==> src/rtl/alu_pipe_if.sv <==
// Handshake bundle for alu_pipe: operand/op request side plus registered result side.
// The master drives operations and consumes results; the slave is the ALU itself.
interface alu_pipe_if #(
  parameter int WIDTH = 16
);
  logic             in_valid;
  logic             in_ready;
  logic [WIDTH-1:0] A;
  logic [WIDTH-1:0] B;
  logic             Cin;
  logic [2:0]       Op;
  logic             sign;
  logic             out_valid;
  logic             out_ready;
  logic [WIDTH-1:0] Out;
  logic             OFL;
  logic             Zero;
  logic             busy;

  modport master (
    output in_valid, A, B, Cin, Op, sign, out_ready,
    input  in_ready, out_valid, Out, OFL, Zero, busy
  );

  modport slave (
    input  in_valid, A, B, Cin, Op, sign, out_ready,
    output in_ready, out_valid, Out, OFL, Zero, busy
  );
endinterface

==> src/rtl/alu_pipe.sv <==
// Handshaked 8-op ALU with an iterative one-bit-per-cycle shifter and registered result.
// Define ALU_SAT_EN to make ADD saturate on overflow instead of wrapping.
module alu_pipe #(
  parameter int WIDTH   = 16,
  parameter int SHAMT_W = 4
) (
  input logic       clk,
  input logic       rst_n,
  alu_pipe_if.slave bus
);
  typedef enum logic [1:0] {IDLE, SHIFT, HOLD} state_t;

  state_t             state, state_d;
  logic [WIDTH-1:0]   out_q, out_d;
  logic               ofl_q, ofl_d;
  logic               zero_q, zero_d;
  logic [SHAMT_W-1:0] cnt_q, cnt_d;
  logic [1:0]         shop_q, shop_d;

  logic               accept;
  logic [SHAMT_W-1:0] shamt;
  logic [WIDTH:0]     sum;
  logic               add_ofl;
  logic [WIDTH-1:0]   add_res;
  logic [WIDTH-1:0]   alu_res;
  logic [WIDTH-1:0]   shifted;

  // HOLD can accept while its result is being taken, giving back-to-back issue.
  assign bus.in_ready  = (state == IDLE) || ((state == HOLD) && bus.out_ready);
  assign accept        = bus.in_valid && bus.in_ready;
  assign shamt         = bus.B[SHAMT_W-1:0];

  assign bus.out_valid = (state == HOLD);
  assign bus.busy      = (state == SHIFT);
  assign bus.Out       = out_q;
  assign bus.OFL       = ofl_q;
  assign bus.Zero      = zero_q;

  always_comb begin
    sum     = {1'b0, bus.A} + {1'b0, bus.B} + {{WIDTH{1'b0}}, bus.Cin};
    add_res = sum[WIDTH-1:0];
    if (bus.sign)
      add_ofl = (bus.A[WIDTH-1] == bus.B[WIDTH-1]) && (sum[WIDTH-1] != bus.A[WIDTH-1]);
    else
      add_ofl = sum[WIDTH];
`ifdef ALU_SAT_EN
    // Signed overflow direction follows the common operand sign.
    if (add_ofl) begin
      if (bus.sign)
        add_res = bus.A[WIDTH-1] ? {1'b1, {(WIDTH-1){1'b0}}} : {1'b0, {(WIDTH-1){1'b1}}};
      else
        add_res = '1;
    end
`endif
  end

  always_comb begin
    unique case (bus.Op[1:0])
      2'd0:    alu_res = add_res;
      2'd1:    alu_res = bus.A | bus.B;
      2'd2:    alu_res = bus.A ^ bus.B;
      default: alu_res = bus.A & bus.B;
    endcase
  end

  always_comb begin
    unique case (shop_q)
      2'd0:    shifted = {out_q[WIDTH-2:0], out_q[WIDTH-1]};
      2'd1:    shifted = {out_q[WIDTH-2:0], 1'b0};
      2'd2:    shifted = {out_q[0], out_q[WIDTH-1:1]};
      default: shifted = {out_q[WIDTH-1], out_q[WIDTH-1:1]};
    endcase
  end

  // Out doubles as the shift working register; Zero tracks every value loaded into it.
  always_comb begin
    state_d = state;
    out_d   = out_q;
    ofl_d   = ofl_q;
    zero_d  = zero_q;
    cnt_d   = cnt_q;
    shop_d  = shop_q;

    unique case (state)
      IDLE: ;
      SHIFT: begin
        out_d  = shifted;
        zero_d = (shifted == '0);
        cnt_d  = cnt_q - SHAMT_W'(1);
        if (cnt_q == SHAMT_W'(1))
          state_d = HOLD;
      end
      HOLD: begin
        if (bus.out_ready && !bus.in_valid)
          state_d = IDLE;
      end
      default: state_d = IDLE;
    endcase

    if (accept) begin
      if (bus.Op[2]) begin
        out_d   = alu_res;
        ofl_d   = (bus.Op == 3'd4) && add_ofl;
        zero_d  = (alu_res == '0);
        state_d = HOLD;
      end else begin
        out_d  = bus.A;
        ofl_d  = 1'b0;
        zero_d = (bus.A == '0);
        cnt_d  = shamt;
        shop_d = bus.Op[1:0];
        state_d = (shamt == '0) ? HOLD : SHIFT;
      end
    end
  end

  always_ff @(posedge clk or negedge rst_n) begin
    if (!rst_n) begin
      state  <= IDLE;
      out_q  <= '0;
      ofl_q  <= 1'b0;
      zero_q <= 1'b0;
      cnt_q  <= '0;
      shop_q <= 2'd0;
    end else begin
      state  <= state_d;
      out_q  <= out_d;
      ofl_q  <= ofl_d;
      zero_q <= zero_d;
      cnt_q  <= cnt_d;
      shop_q <= shop_d;
    end
  end
endmodule
==> src/flat_wrapper.sv <==
// flat-port wrapper written by rule: the top's interface ports become plain ports
module alu_pipe_flat 
#(
  parameter int WIDTH   = 16,
  parameter int SHAMT_W = 4
)
  (clk, rst_n, bus_in_valid, bus_A, bus_B, bus_Cin, bus_Op, bus_sign, bus_out_ready, bus_in_ready, bus_out_valid, bus_Out, bus_OFL, bus_Zero, bus_busy);
  alu_pipe_if #(.WIDTH(WIDTH)) bus_i ();
  input logic clk;
  input logic rst_n;
  input wire logic [$bits(bus_i.in_valid)-1:0] bus_in_valid;
  input wire logic [$bits(bus_i.A)-1:0] bus_A;
  input wire logic [$bits(bus_i.B)-1:0] bus_B;
  input wire logic [$bits(bus_i.Cin)-1:0] bus_Cin;
  input wire logic [$bits(bus_i.Op)-1:0] bus_Op;
  input wire logic [$bits(bus_i.sign)-1:0] bus_sign;
  input wire logic [$bits(bus_i.out_ready)-1:0] bus_out_ready;
  output wire logic [$bits(bus_i.in_ready)-1:0] bus_in_ready;
  output wire logic [$bits(bus_i.out_valid)-1:0] bus_out_valid;
  output wire logic [$bits(bus_i.Out)-1:0] bus_Out;
  output wire logic [$bits(bus_i.OFL)-1:0] bus_OFL;
  output wire logic [$bits(bus_i.Zero)-1:0] bus_Zero;
  output wire logic [$bits(bus_i.busy)-1:0] bus_busy;
  assign bus_i.in_valid = bus_in_valid;
  assign bus_i.A = bus_A;
  assign bus_i.B = bus_B;
  assign bus_i.Cin = bus_Cin;
  assign bus_i.Op = bus_Op;
  assign bus_i.sign = bus_sign;
  assign bus_i.out_ready = bus_out_ready;
  assign bus_in_ready = bus_i.in_ready;
  assign bus_out_valid = bus_i.out_valid;
  assign bus_Out = bus_i.Out;
  assign bus_OFL = bus_i.OFL;
  assign bus_Zero = bus_i.Zero;
  assign bus_busy = bus_i.busy;
  alu_pipe #(.WIDTH(WIDTH), .SHAMT_W(SHAMT_W)) u_core (.clk(clk), .rst_n(rst_n), .bus(bus_i));
endmodule
==> config.mk <==
export PLATFORM = sky130hd
export DESIGN_NAME = alu_pipe_flat
export DESIGN_NICKNAME = d
export VERILOG_FILES = /design/src/rtl/alu_pipe_if.sv /design/src/rtl/alu_pipe.sv /design/src/flat_wrapper.sv
export SDC_FILE = /design/constraint.sdc
export NUM_CORES = 1
export LEC_CHECK = 0
export BUFFER_PORTS_ARGS = -buffer_cell sky130_fd_sc_hd__buf_2
export CORE_MARGIN = 2
export CORE_UTILIZATION = 35
export CTS_CLUSTER_SIZE = 28
export DETAILED_ROUTE_END_ITERATION = 16
export SYNTH_ARGS = -nofsm -noshare
export SYNTH_HDL_FRONTEND = slang
export SYNTH_SLANG_ARGS = --single-unit
==> constraint.sdc <==
create_clock -name clk -period 5.2 [get_ports clk]
set_clock_uncertainty 0.2 [all_clocks]
set_input_delay 1.3 -clock clk [delete_from_list [all_inputs] [get_ports clk]]
set_output_delay 1.3 -clock clk [all_outputs]
set_load 0.05 [all_outputs]
# After elaboration in Yosys (flattened, before gate mapping)
# Cells that the tools add are included.
# totals
register_bits	26
out_inout_bits	21
# op_classes
add_sub_neg	3
eq_ne	13
muxes	19
bitwise	4
n_reduce_logical	17
# op_table
operator	count
16-bit case mux with 3 select lines	2
16-bit logical NOT	3
16-bit 2-to-1 mux	3
16-bit by 16-bit adder with 17-bit output	1
17-bit by 1-bit adder with 17-bit output	1
16-bit bitwise AND	1
16-bit bitwise OR	1
16-bit XOR	1
4-bit 2-to-1 mux	3
2-bit 2-to-1 mux	5
2-bit by 1-bit == test with 1-bit output (second input constant)	3
2-bit == test (second input constant)	3
2-bit logical NOT	3
3-bit by 1-bit inequality test with 1-bit output (second input constant)	2
2-bit case mux with 3 select lines	1
1-bit logical AND	5
1-bit 2-to-1 mux	5
4-bit by 1-bit == test with 1-bit output (second input constant)	1
4-bit logical NOT	1
4-bit by 1-bit subtractor with 4-bit output (second input constant)	1
3-bit == test (second input constant)	1
3-bit AND reduction	1
2-bit by 1-bit inequality test with 1-bit output (second input constant)	1
2-bit AND reduction	1
other kinds (6)	6

# Longest topological paths before layout
# Gate-level depths: netlist (run 1).
# depth
ltp_word	7
ltp_mapped	11
ltp_nobuf	11

# Least setup slack after synthesis (run 1)
# Ideal clock, no wire load.
# synth_timing
path_type	input port to flip-flop
startpoint	in bus_Cin
endpoint	reg u_core.out_q[14] (netlist: u_core.bus.Out[14])
setup_ns	0.090
arrival_time_ns	3.362
t_required_ns	4.910
slack_ns	1.547
cell_stages	11
path_cell_list	fa_1 inv_1 fa_1 nand2b_1 a21oi_2 o311ai_1 a211oi_2 xor2_1 o221ai_1 mux2_2 o221ai_1
# synth_between
elab_chain_cells	4
# synth_lines
element	line_no	text
start: declaration	flat_wrapper.sv:14	input wire logic [$bits(bus_i.Cin)-1:0] bus_Cin;
17-bit by 1-bit adder with 17-bit output	alu_pipe.sv:40	sum = {1'b0, bus.A} + {1'b0, bus.B} + {{WIDTH{1'b0}}, bus.Cin};
16-bit case mux with 3 select lines	alu_pipe.sv:58	unique case (bus.Op[1:0])
16-bit 2-to-1 mux	alu_pipe.sv:101	if (bus.Op[2]) begin
16-bit 2-to-1 mux	alu_pipe.sv:100	if (accept) begin
end signal: assignment	alu_pipe.sv:127	out_q <= out_d;
end: declaration	alu_pipe.sv:14	logic [WIDTH-1:0] out_q, out_d;
# No other way between the ends.
# A chain may end at the register's enable or synchronous reset.

# Worst setup path after layout (run 1)
# layout_timing
startpoint	in bus_A[0]
endpoint	reg u_core.zero_q (netlist: u_core.bus.Zero)
# layout_between
elab_chain_cells	6
word_cells_on_any_way	10
cone_classes	2 x add/sub; 3 x mux; 3 x bitwise; 2 x reduce/logical
# layout_lines
element	line_no	text
start: declaration	flat_wrapper.sv:12	input wire logic [$bits(bus_i.A)-1:0] bus_A;
16-bit by 16-bit adder with 17-bit output	alu_pipe.sv:40	
17-bit by 1-bit adder with 17-bit output	alu_pipe.sv:40	
16-bit case mux with 3 select lines	alu_pipe.sv:58	
16-bit logical NOT	alu_pipe.sv:104	zero_d = (alu_res == '0);
1-bit 2-to-1 mux (*)	alu_pipe.sv:101	
1-bit 2-to-1 mux (*)	alu_pipe.sv:100	
end signal: assignment	alu_pipe.sv:129	zero_q <= zero_d;
end: declaration	alu_pipe.sv:16	logic zero_q, zero_d;
# Mark *: on every way between the ends. The rest lies on a longest branch, timed or not.

==> results of run 1 <==
placed cells by master (no fill, tap or decap), types with 9 or more instances in the layout:
cell / instances
buf_2: 61
nor2_1: 34
nor4_1: 9
ha_1: 34
o221ai_1: 14
inv_1: 48
nor2b_1: 9
mux2i_1: 32
a21oi_1: 21
nand2_1: 21
o21ai_0: 16
nand3_1: 20
dfrtp_1: 26
nor3_1: 13
cells in the mapped netlist (2+ instances only):
cell type | n | area (um2)
a2111oi_0 | 2 | 17.52
a211oi_1 | 8 | 60.06
a211oi_2 | 2 | 25.02
a21o_1 | 6 | 45.04
a21oi_1 | 21 | 105.1
a22oi_1 | 2 | 15.01
a311oi_1 | 4 | 35.03
a31oi_1 | 5 | 31.28
and2_1 | 4 | 25.02
and3_1 | 3 | 18.77
buf_1 | 3 | 11.26
buf_2 | 9 | 45.04
clkbuf_1 | 14 | 52.55
dfrtp_1 | 26 | 650.6
fa_1 | 2 | 40.04
ha_1 | 34 | 425.4
inv_1 | 48 | 180.2
mux2_2 | 3 | 33.78
mux2i_1 | 32 | 320.3
mux4_2 | 3 | 67.56
nand2_1 | 21 | 78.83
nand2b_1 | 5 | 31.28
nand3_1 | 20 | 100.1
nand4_1 | 4 | 25.02
nor2_1 | 34 | 127.6
nor2b_1 | 9 | 56.30
nor3_1 | 13 | 65.06
nor3b_1 | 3 | 22.52
nor4_1 | 9 | 56.30
o211a_1 | 2 | 20.02
o211ai_1 | 2 | 15.01
o21a_1 | 2 | 15.01
o21ai_0 | 16 | 80.08
o21ai_1 | 7 | 35.03
o221ai_1 | 14 | 122.6
o22ai_1 | 2 | 12.51
xnor2_1 | 5 | 43.79
per-layer routing:
layer / global-route usage / wire length, um / part of all wire / up-vias
met3: 0.007458 / 425 / 0.045 / 6
met4: 0.03239 / 61 / 0.0065 / 0
li1: - / - / - / 1643
met5: 0 / 0 / 0 / -
met1: 0.2731 / 4598 / 0.49 / 1554
met2: 0.3027 / 4344 / 0.46 / 73
sequential cells by signal, indices dropped and copies added, names as in the netlist:
signal           count
u_core.cnt_q         4
u_core.bus.Out      16
u_core.shop_q        2
u_core.bus.OFL       1
u_core.bus.Zero      1
u_core.state         2
power by group:
group / switching (uW) / leakage [uW] / total [uW] / internal [uW]
clock network: 64.2 / 0.0000288 / 132 / 67.7
logic: 626 / 0.00150 / 956 / 330
registers: 155 / 0.000319 / 453 / 298
cell families after synthesis:
logic type / Yosys count
adder cells (fa/ha/maj): 36
XOR/XNOR: 6
AND/OR/NAND/NOR: 134
buffers and inverters: 76
AO/OA/AOI/OAI: 113
flip-flops: 26
multiplexers: 39
final cells by class:
type | count | area [um2]
Inverter | 49 | 183.9
Timing Repair Buffer | 64 | 327.8
Fill cell | 1042 | 5792
Clock buffer | 4 | 55.05
Tap cell | 133 | 166.4
Sequential cell | 26 | 650.6
Multi-Input combinational cell | 328 | 2464
how the worst max path moves through the flow:
stage                     startpoint                 end  slack [ns]  cells after the start
after CTS                   bus_B[0]  u_core.bus.Out[14]        1.45                     12
after detailed placement    bus_B[0]     u_core.bus.Zero        1.16                     12
after global routing        bus_A[0]  u_core.bus.Out[14]        1.20                     12
after floorplan              bus_Cin  u_core.bus.Out[14]        1.55                     11
final                       bus_A[0]     u_core.bus.Zero        1.44                     12
after global placement      bus_A[0]     u_core.bus.Zero        1.23                     12
worst max-delay path, stage by stage:
cell and delay, ns:
buf_2 0.13, fa_1 0.22, inv_1 0.06, fa_1 0.37
nand2b_1 0.19, a21oi_2 0.24, mux4_2 0.27, a21oi_1 0.05
nor4b_1 0.36, and4b_1 0.24, nand4_1 0.10, o41ai_2 0.20
per-stage QoR:
stage                     std cells  setup slack, ns  area (um2)    util
after detailed placement        600            1.162        3792  0.3934
after global placement          600            1.231        3792  0.3934
after floorplan                 430            1.547        3415       -
final                           604            1.445        3847  0.3991
after CTS                       604            1.451        3847  0.3991
after global routing            604            1.204        3847  0.3991
==> flow_summary.json, run 1 <==
{
  "cts_root_buffer": "clkbuf_8",
  "cts_htree_levels": 1,
  "ys_ff_latch": 26,
  "hold_viol": 0,
  "drv_slew": 0,
  "io_buffer_count": 61,
  "yosysWarnings": 0,
  "post_cts_buffers": 0,
  "cts_buffers": 3,
  "relSlewSlack": 0.3449,
  "numClockSinks": 26,
  "syn_inst": 430,
  "cp_max_fo": 5,
  "yosys.area_share.simple": 0.1997,
  "maxCapViolations": 0,
  "grt_max_degree": 40,
  "rows": 36,
  "post-route-min-period_ns": 3.755,
  "post-route-period-util": 0.7221,
  "arrival_ns": 3.73,
  "core-area_um2": 9639,
  "cts.repair.resized": 0,
  "die_y_um": 102.8,
  "synth_area_um2": 3415,
  "setup_viol": 0,
  "tightest_slew_ns": 0.9826,
  "ir_drop_uv": 268.9,
  "area_growth_pct": 12.68,
  "ys_types": 68,
  "drt_wl_total_um": 9430,
  "vias": 3276,
  "antenna_left": 0,
  "hp-class": "reg -> reg",
  "async_flop_share": 1.000,
  "rsz0062_at_grt": "false",
  "wl_per_cell_um": 15.61,
  "min_to": "u_core.bus.OFL",
  "drc": 0,
  "path_class": "in -> reg",
  "synth_seq_area_share": 0.1905,
  "syn_avg_cell_area_um2": 7.941,
  "regToRegEndpoint": "u_core.shop_q[1]",
  "num_antenna_cells": 0,
  "holdPathStages": 1,
  "floorplan.die_area_um2": 10560,
  "via_per_inst": 5.424,
  "timing.hold.worst.start": "u_core.bus.OFL",
  "grt_pass1_wl_um": 15520,
  "ios": 62,
  "synth.area.mux_share": 0.1268,
  "synth_compound_area_frac": 0.2433,
  "fmax_ghz": 0.2663,
  "synth_top_family_by_area": "compound AO/OA/AOI/OAI gates",
  "synth_fa_ha_area_frac": 0.1363,
  "die_w_um": 102.8,
  "grt_antenna_before_repair": 0,
  "gp_congestion": 0.8493,
  "synthXorXnorAreaFrac": 0.01539,
  "synth_edf_count": 0,
  "dp_hpwl_um": 7383,
  "first_global_vias": 2965,
  "track_usage": 0.1843,
  "synth_fp_nets": 507,
  "start_util": 0.3542,
  "startpoint_type": "input port",
  "drive_above_1_share": 0.1826,
  "cp-end-kind": "flip-flop",
  "p_per_area_nw_per_um2": 400.5,
  "tns_ns": 0,
  "clock_latency_ns": 0.27,
  "path_clk_slew_ns": 0.09,
  "holdWs_ns": 0.3131,
  "p_leak_uw": 0.001846,
  "p_total_uw": 1541,
  "r2r_cells": 6,
  "drt_iter0_drc": 199,
  "status": "finished, final reports clean",
  "crit_required_ns": 5.18,
  "cts_tree": "built",
  "dr.pass1.iters": 5,
  "hold_buffers": 0,
  "r2r-start": "u_core.state[1]",
  "reg2reg_slack_ns": 2.85,
  "synth_flop_cell": "dfrtp_1",
  "fin_nets": 549,
  "cts.path.max_buffers": 2,
  "overflow": 0
}
Power figures use the tool's default switching activity.
==> inputs of run 2 (changes only) <==
--- a/config.mk
+++ b/config.mk
@@ -5,6 +5,7 @@
 export SDC_FILE = /design/constraint.sdc
 export NUM_CORES = 1
 export LEC_CHECK = 0
+export ABC_AREA = 1
 export BUFFER_PORTS_ARGS = -buffer_cell sky130_fd_sc_hd__buf_2
 export CORE_MARGIN = 2
 export CORE_UTILIZATION = 35
==> constraint.sdc (replaced) <==
create_clock -name clk -period 3.9 [get_ports clk]
set_clock_uncertainty 0.2 [all_clocks]
set_input_delay 0.975 -clock clk [delete_from_list [all_inputs] [get_ports clk]]
set_output_delay 0.975 -clock clk [all_outputs]
set_load 0.05 [all_outputs]
==> flow_summary.json, run 2 <==
{
  "cts_tree": "built",
  "cts.repair.resized": 0,
  "final_common_cell": "nand2_1",
  "p_seq_frac": 0.257,
  "fin_nets": 702,
  "first_global_vias": 3821,
  "ys_ff_latch": 26,
  "tns_ns": 0,
  "vias": 3961,
  "overflow": 0,
  "switching_share": 0.5785,
  "mostFrequentLayoutCells": "nand2_1 (159), inv_1 (102), buf_2 (61)",
  "cts.path.max_buffers": 2,
  "dr.pass1.iters": 5,
  "hold_buffers": 0,
  "via_per_inst": 5.232,
  "die_y_um": 104.1,
  "yosys.area_share.simple": 0.3815,
  "startpoint_type": "input port",
  "synth_area_um2": 3510,
  "cp_max_fo": 5,
  "crit_required_ns": 3.92,
  "holdPathStages": 2,
  "synth_top_family_by_area": "simple AND/OR/NAND/NOR gates",
  "synth_flop_cell": "dfrtp_1",
  "path_clk_slew_ns": 0.09,
  "gp_congestion": 0.9235,
  "synth_fp_nets": 646,
  "post-route-period-util": 0.8112,
  "drt_wl_total_um": 11300,
  "cts_root_buffer": "clkbuf_8",
  "synth_edf_count": 0,
  "p_per_area_nw_per_um2": 521.7,
  "synth_compound_area_frac": 0.1526,
  "place_ws_ns": 0.4658,
  "cts_buffers": 3,
  "yosysTopAreaCell": "dfrtp_1",
  "post_cts_buffers": 0,
  "synth_fa_ha_area_frac": 0.1326,
  "status": "finished, final reports clean",
  "cpMostUsedCell": "nand2_1",
  "drc": 0,
  "synthXorXnorAreaFrac": 0.004991,
  "drt_iter0_drc": 305,
  "path_cells": "buf_2 > fa_1 > inv_1 > fa_1 > inv_1 > nand2_1 > nand2_1 > nand3_1 > nand2_1 > nand3_1 > nand2_1 > nand2_1 > nand3_1 > nand3_1 > nor2_1 > nand3_1 > nand2_1 > nand2_1 > nand2_1",
  "cts_htree_levels": 1,
  "arrival_ns": 3.18,
  "drv_slew": 0,
  "num_antenna_cells": 0,
  "clock_latency_ns": 0.27,
  "rsz0062_at_grt": "false",
  "hp-class": "reg -> reg",
  "antenna_left": 0,
  "hold_viol": 0,
  "synth_top_area_frac": 0.1854,
  "yosysWarnings": 0,
  "synth.most_common_cell": "nand2_1",
  "syn_inst": 569,
  "cp-end-kind": "flip-flop",
  "setup_viol": 0,
  "grt_pass1_wl_um": 18550,
  "fmax_ghz": 0.3161,
  "ir_drop_uv": 373.4,
  "grt_max_degree": 27,
  "area_growth_pct": 12.98,
  "track_usage": 0.2080,
  "start_util": 0.3591,
  "power.share.clock": 0.085,
  "largest_register_ffs": 16,
  "ys_types": 39,
  "tightest_slew_ns": 0.6712,
  "synth.area.mux_share": 0,
  "post-route-min-period_ns": 3.164,
  "syn_avg_cell_area_um2": 6.168,
  "r2r_cells": 7,
  "drive_above_1_share": 0.1619,
  "internal_power_uw": 871.9,
  "core-area_um2": 9774,
  "synth_top_cells_by_count": "nand2_1 (159), inv_1 (102), nand3_1 (52), nor2_1 (35), ha_1 (34)",
  "dp_hpwl_um": 9364,
  "power_frac_comb": 0.657,
  "path_class": "in -> reg",
  "synth_seq_area_share": 0.1854,
  "numClockSinks": 26,
  "max_stage_delay_ns": 0.38,
  "grt_antenna_before_repair": 0,
  "fin_ws_ns": 0.7362,
  "die_w_um": 104.1,
  "synth.area.top_cells": "dfrtp_1 (19%), nand2_1 (17%), ha_1 (12%), inv_1 (11%), nand3_1 (7.4%)",
  "wl_per_cell_um": 14.93,
  "async_flop_share": 1.000,
  "power.switching_uw": 1197,
  "relSlewSlack": 0.5526,
  "rows": 36,
  "maxCapViolations": 0,
  "io_buffer_count": 61,
  "cp_slowest_cell": "fa_1",
  "ios": 62,
  "floorplan.die_area_um2": 10840,
  "p_leak_uw": 0.002192
}
run 2: cell families (layout without fill, tap and decap cells):
logic type,count (synthesis),after routing
adders and majority gates,36,36
and+or+nand+nor,296,296
buffers and inverters,122,177
AOI/OAI and AO/OA,87,87
DFF,26,26
xor gates and xnor gates,2,2
run 2: final cells by class:
type | instances | area (um2)
fillers | 1060 | 5809
repair buffers | 63 | 320.3
well taps | 133 | 166.4
flip-flops and latches | 26 | 650.6
inverters | 110 | 415.4
clock buffers | 4 | 55.05
multi-input cells | 421 | 2357
run 2: power by group through the flow:
| stage | registers (uW) | clock network (uW) | logic (uW) |
|---|---|---|---|
| 2_1_floorplan | 769 | 0 | 789 |
| 3_3_place_gp | 531 | 0 | 1350 |
| 3_5_place_dp | 536 | 0 | 1340 |
| 4_1_cts | 529 | 180 | 1350 |
| 5_1_grt | 554 | 189 | 1490 |
| 6_report | 532 | 177 | 1360 |
run 2: final timing paths:
check	startpoint	to	slack (ns)
worst max-delay path	bus_A[0]	u_core.bus.Zero	0.74
worst min-delay path	u_core.bus.OFL	u_core.bus.OFL	0.29
worst max register to register	u_core.shop_q[1]	u_core.bus.Zero	1.56
worst min register to register	u_core.bus.OFL	u_core.bus.OFL	0.29
max in group asynchronous	rst_n	u_core.bus.Zero	2.62
min in group asynchronous	rst_n	u_core.cnt_q[3]	0.49
run 2: worst max-delay path, delay by kind of cell:
kind | cells | cell delay [ns]
fa+ha+maj | 2 | 0.68
simple gates | 14 | 1.18
buf+inv | 3 | 0.35
run 2: stage by stage:
stage	instance area [um2]	cells	utilization	hold slack [ns]	total power, uW
after floorplan	3510	569	-	0.3277	1559
after global placement	3910	753	0.4000	0.2689	1885
after detailed placement	3910	753	0.4000	0.2720	1881
after CTS	3965	757	0.4057	0.2957	2061
after global routing	3965	757	0.4057	0.3376	2237
final	3965	757	0.4057	0.2896	2069
run 2: metal layers:
layer / wire, um / global-route usage / up-vias
li1: - / - / 1961
met1: 5063 / 0.2718 / 1797
met2: 5200 / 0.3618 / 175
met3: 688 / 0.01942 / 28
met4: 348 / 0.06467 / 0
met5: 0 / 0 / -
==> inputs of run 3 (changes only) <==
==> constraint.sdc (replaced) <==
create_clock -name clk -period 3.2 [get_ports clk]
set_clock_uncertainty 0.2 [all_clocks]
set_input_delay 0.8 -clock clk [delete_from_list [all_inputs] [get_ports clk]]
set_output_delay 0.8 -clock clk [all_outputs]
set_load 0.05 [all_outputs]
==> flow_summary.json, run 3 (synthesis gave the netlist of run 2 again) <==
{
  "status": "finished, final reports clean",
  "ios": 62,
  "regToRegEndpoint": "u_core.bus.Zero",
  "numClockSinks": 26,
  "maxCapViolations": 0,
  "drc": 0,
  "switching_share": 0.5746,
  "cp_max_fo": 3,
  "finalNonFillerCells": 766,
  "relSlewSlack": 0.6017,
  "dp.cells": 762,
  "cp-end-kind": "flip-flop",
  "dp_hpwl_um": 9591,
  "p_leak_uw": 0.002235,
  "clock_latency_ns": 0.27,
  "grt_pass1_wl_um": 18650,
  "path_cells": "buf_2 > fa_1 > inv_1 > fa_1 > inv_1 > nand2_1 > nand2_1 > nand3_1 > nand2_1 > nand3_1 > nand2_1 > nand2_1 > nand3_1 > nand3_1 > nor2_1 > nand3_1 > nand2_1 > nand2_1 > nand2_1",
  "floorplan.die_area_um2": 10840,
  "cts_htree_levels": 1,
  "cts_root_buffer": "clkbuf_8",
  "cp_slowest_cell": "fa_1",
  "fill_cells": 1102,
  "largest_register_ffs": 16,
  "area_growth_pct": 14.90,
  "mostFrequentLayoutCells": "nand2_1 (159), inv_1 (102), buf_2 (61)",
  "reg2reg_slack_ns": 1.03,
  "via_per_inst": 5.161,
  "power_frac_comb": 0.667,
  "rows": 36,
  "num_antenna_cells": 0,
  "start_util": 0.3591,
  "drt_iter0_drc": 282,
  "io_buffer_count": 61,
  "min_to": "u_core.bus.OFL",
  "hp-class": "reg -> reg",
  "cts_buffers": 3,
  "hold_viol": 0,
  "startpoint_type": "input port",
  "wl_per_cell_um": 15.08,
  "fin_nets": 711,
  "antenna_left": 0,
  "r2r-start": "u_core.state[0]",
  "gp_congestion": 0.9358,
  "cts.repair.resized": 0,
  "track_usage": 0.2110,
  "max_stage_delay_ns": 0.38,
  "cts.path.max_buffers": 2,
  "dr.pass1.iters": 6,
  "arrival_ns": 2.89,
  "vias": 3953,
  "drv_slew": 0,
  "die_y_um": 104.1,
  "cpMostUsedCell": "nand2_1",
  "rsz0062_at_grt": "false",
  "crit_required_ns": 3.22,
  "tns_ns": 0,
  "overflow": 0,
  "final_common_cell": "nand2_1",
  "drive_above_1_share": 0.1738,
  "path_clk_slew_ns": 0.09,
  "crit_family": "simple AND/OR/NAND/NOR gates",
  "p_per_area_nw_per_um2": 631.0,
  "power.share.clock": 0.085,
  "timing.hold.worst.start": "u_core.bus.OFL",
  "post-route-period-util": 0.8968,
  "post_cts_buffers": 0,
  "first_global_vias": 3705,
  "setup_viol": 0,
  "fmax_ghz": 0.3485,
  "post-route-min-period_ns": 2.870,
  "die_w_um": 104.1,
  "grt_antenna_before_repair": 0,
  "core-area_um2": 9774,
  "p_seq_frac": 0.248,
  "grt_max_degree": 27,
  "path_class": "in -> reg",
  "cts_tree": "built",
  "hold_buffers": 0,
  "tightest_slew_ns": 0.5974,
  "r2r_cells": 8,
  "holdPathStages": 2,
  "ir_drop_uv": 365.6,
  "internal_power_uw": 1082,
  "drt_wl_total_um": 11550,
  "power.switching_uw": 1462,
  "path_buf_inv": 3
}
[run 3: cell count changes in the layout (fill, tap and decap cells not counted)]
cell   previous run  this run
buf_4             2        11
[run 3: area by class of cell]
| type | instances | area, um2 | area share |
|---|---|---|---|
| tap | 133 | 166.4 | 0.04127 |
| multi-input combinational | 421 | 2357 | 0.5845 |
| timing repair buffer | 72 | 387.9 | 0.09618 |
| inverter | 110 | 415.4 | 0.1030 |
| clock buffer | 4 | 55.05 | 0.01365 |
| sequential | 26 | 650.6 | 0.1613 |
[run 3: worst reg2reg max path, cell delays in order, from the launching register on]
cell      delay (ns)
dfrtp_1         0.39
inv_1           0.08
nor2_4          0.32
o21ai_0         0.18
a311oi_1        0.35
nand3_1         0.15
nor4_1          0.29
a21oi_1         0.09
nand2_1         0.08
[run 3: per-stage QoR]
stage	setup WS [ns]	area (um2)	util	hold WS (ns)	power, uW
floorplan	0.4421	3510	-	0.3044	1900
global placement	0.1120	3978	0.4069	0.2664	2310
detailed placement	0.06760	3978	0.4069	0.2705	2324
CTS	0.3466	4033	0.4126	0.2949	2542
global route	0.03565	4033	0.4126	0.3141	2757
finish	0.3304	4033	0.4126	0.2894	2545
[run 3: power groups by stage]
stage | registers, uW | logic (uW) | clock network [uW]
floorplan | 937 | 962 | 0
global placement | 633 | 1680 | 0
detailed placement | 639 | 1690 | 0
CTS | 632 | 1690 | 218
global route | 659 | 1870 | 229
finish | 632 | 1700 | 216
[run 3: worst max-delay path by stage]
stage | end | cells past startpoint | from | slack, ns
2_1_floorplan | u_core.bus.Out[7] | 8 | bus_out_ready | 0.44
3_3_place_gp | u_core.bus.Zero | 19 | bus_B[0] | 0.11
3_5_place_dp | u_core.bus.Zero | 19 | bus_B[0] | 0.07
4_1_cts | u_core.bus.Zero | 19 | bus_B[0] | 0.35
5_1_grt | u_core.bus.Zero | 19 | bus_B[0] | 0.04
6_report | u_core.bus.Zero | 19 | bus_B[0] | 0.33
[run 3: per-layer routing]
layer / wire length (um) / up-vias / track usage
met3: 832 / 17 / 0.02569
li1: - / 1983 / -
met4: 225 / 0 / 0.05019
met5: 0 / - / 0
met1: 5197 / 1790 / 0.2924
met2: 5298 / 163 / 0.3496
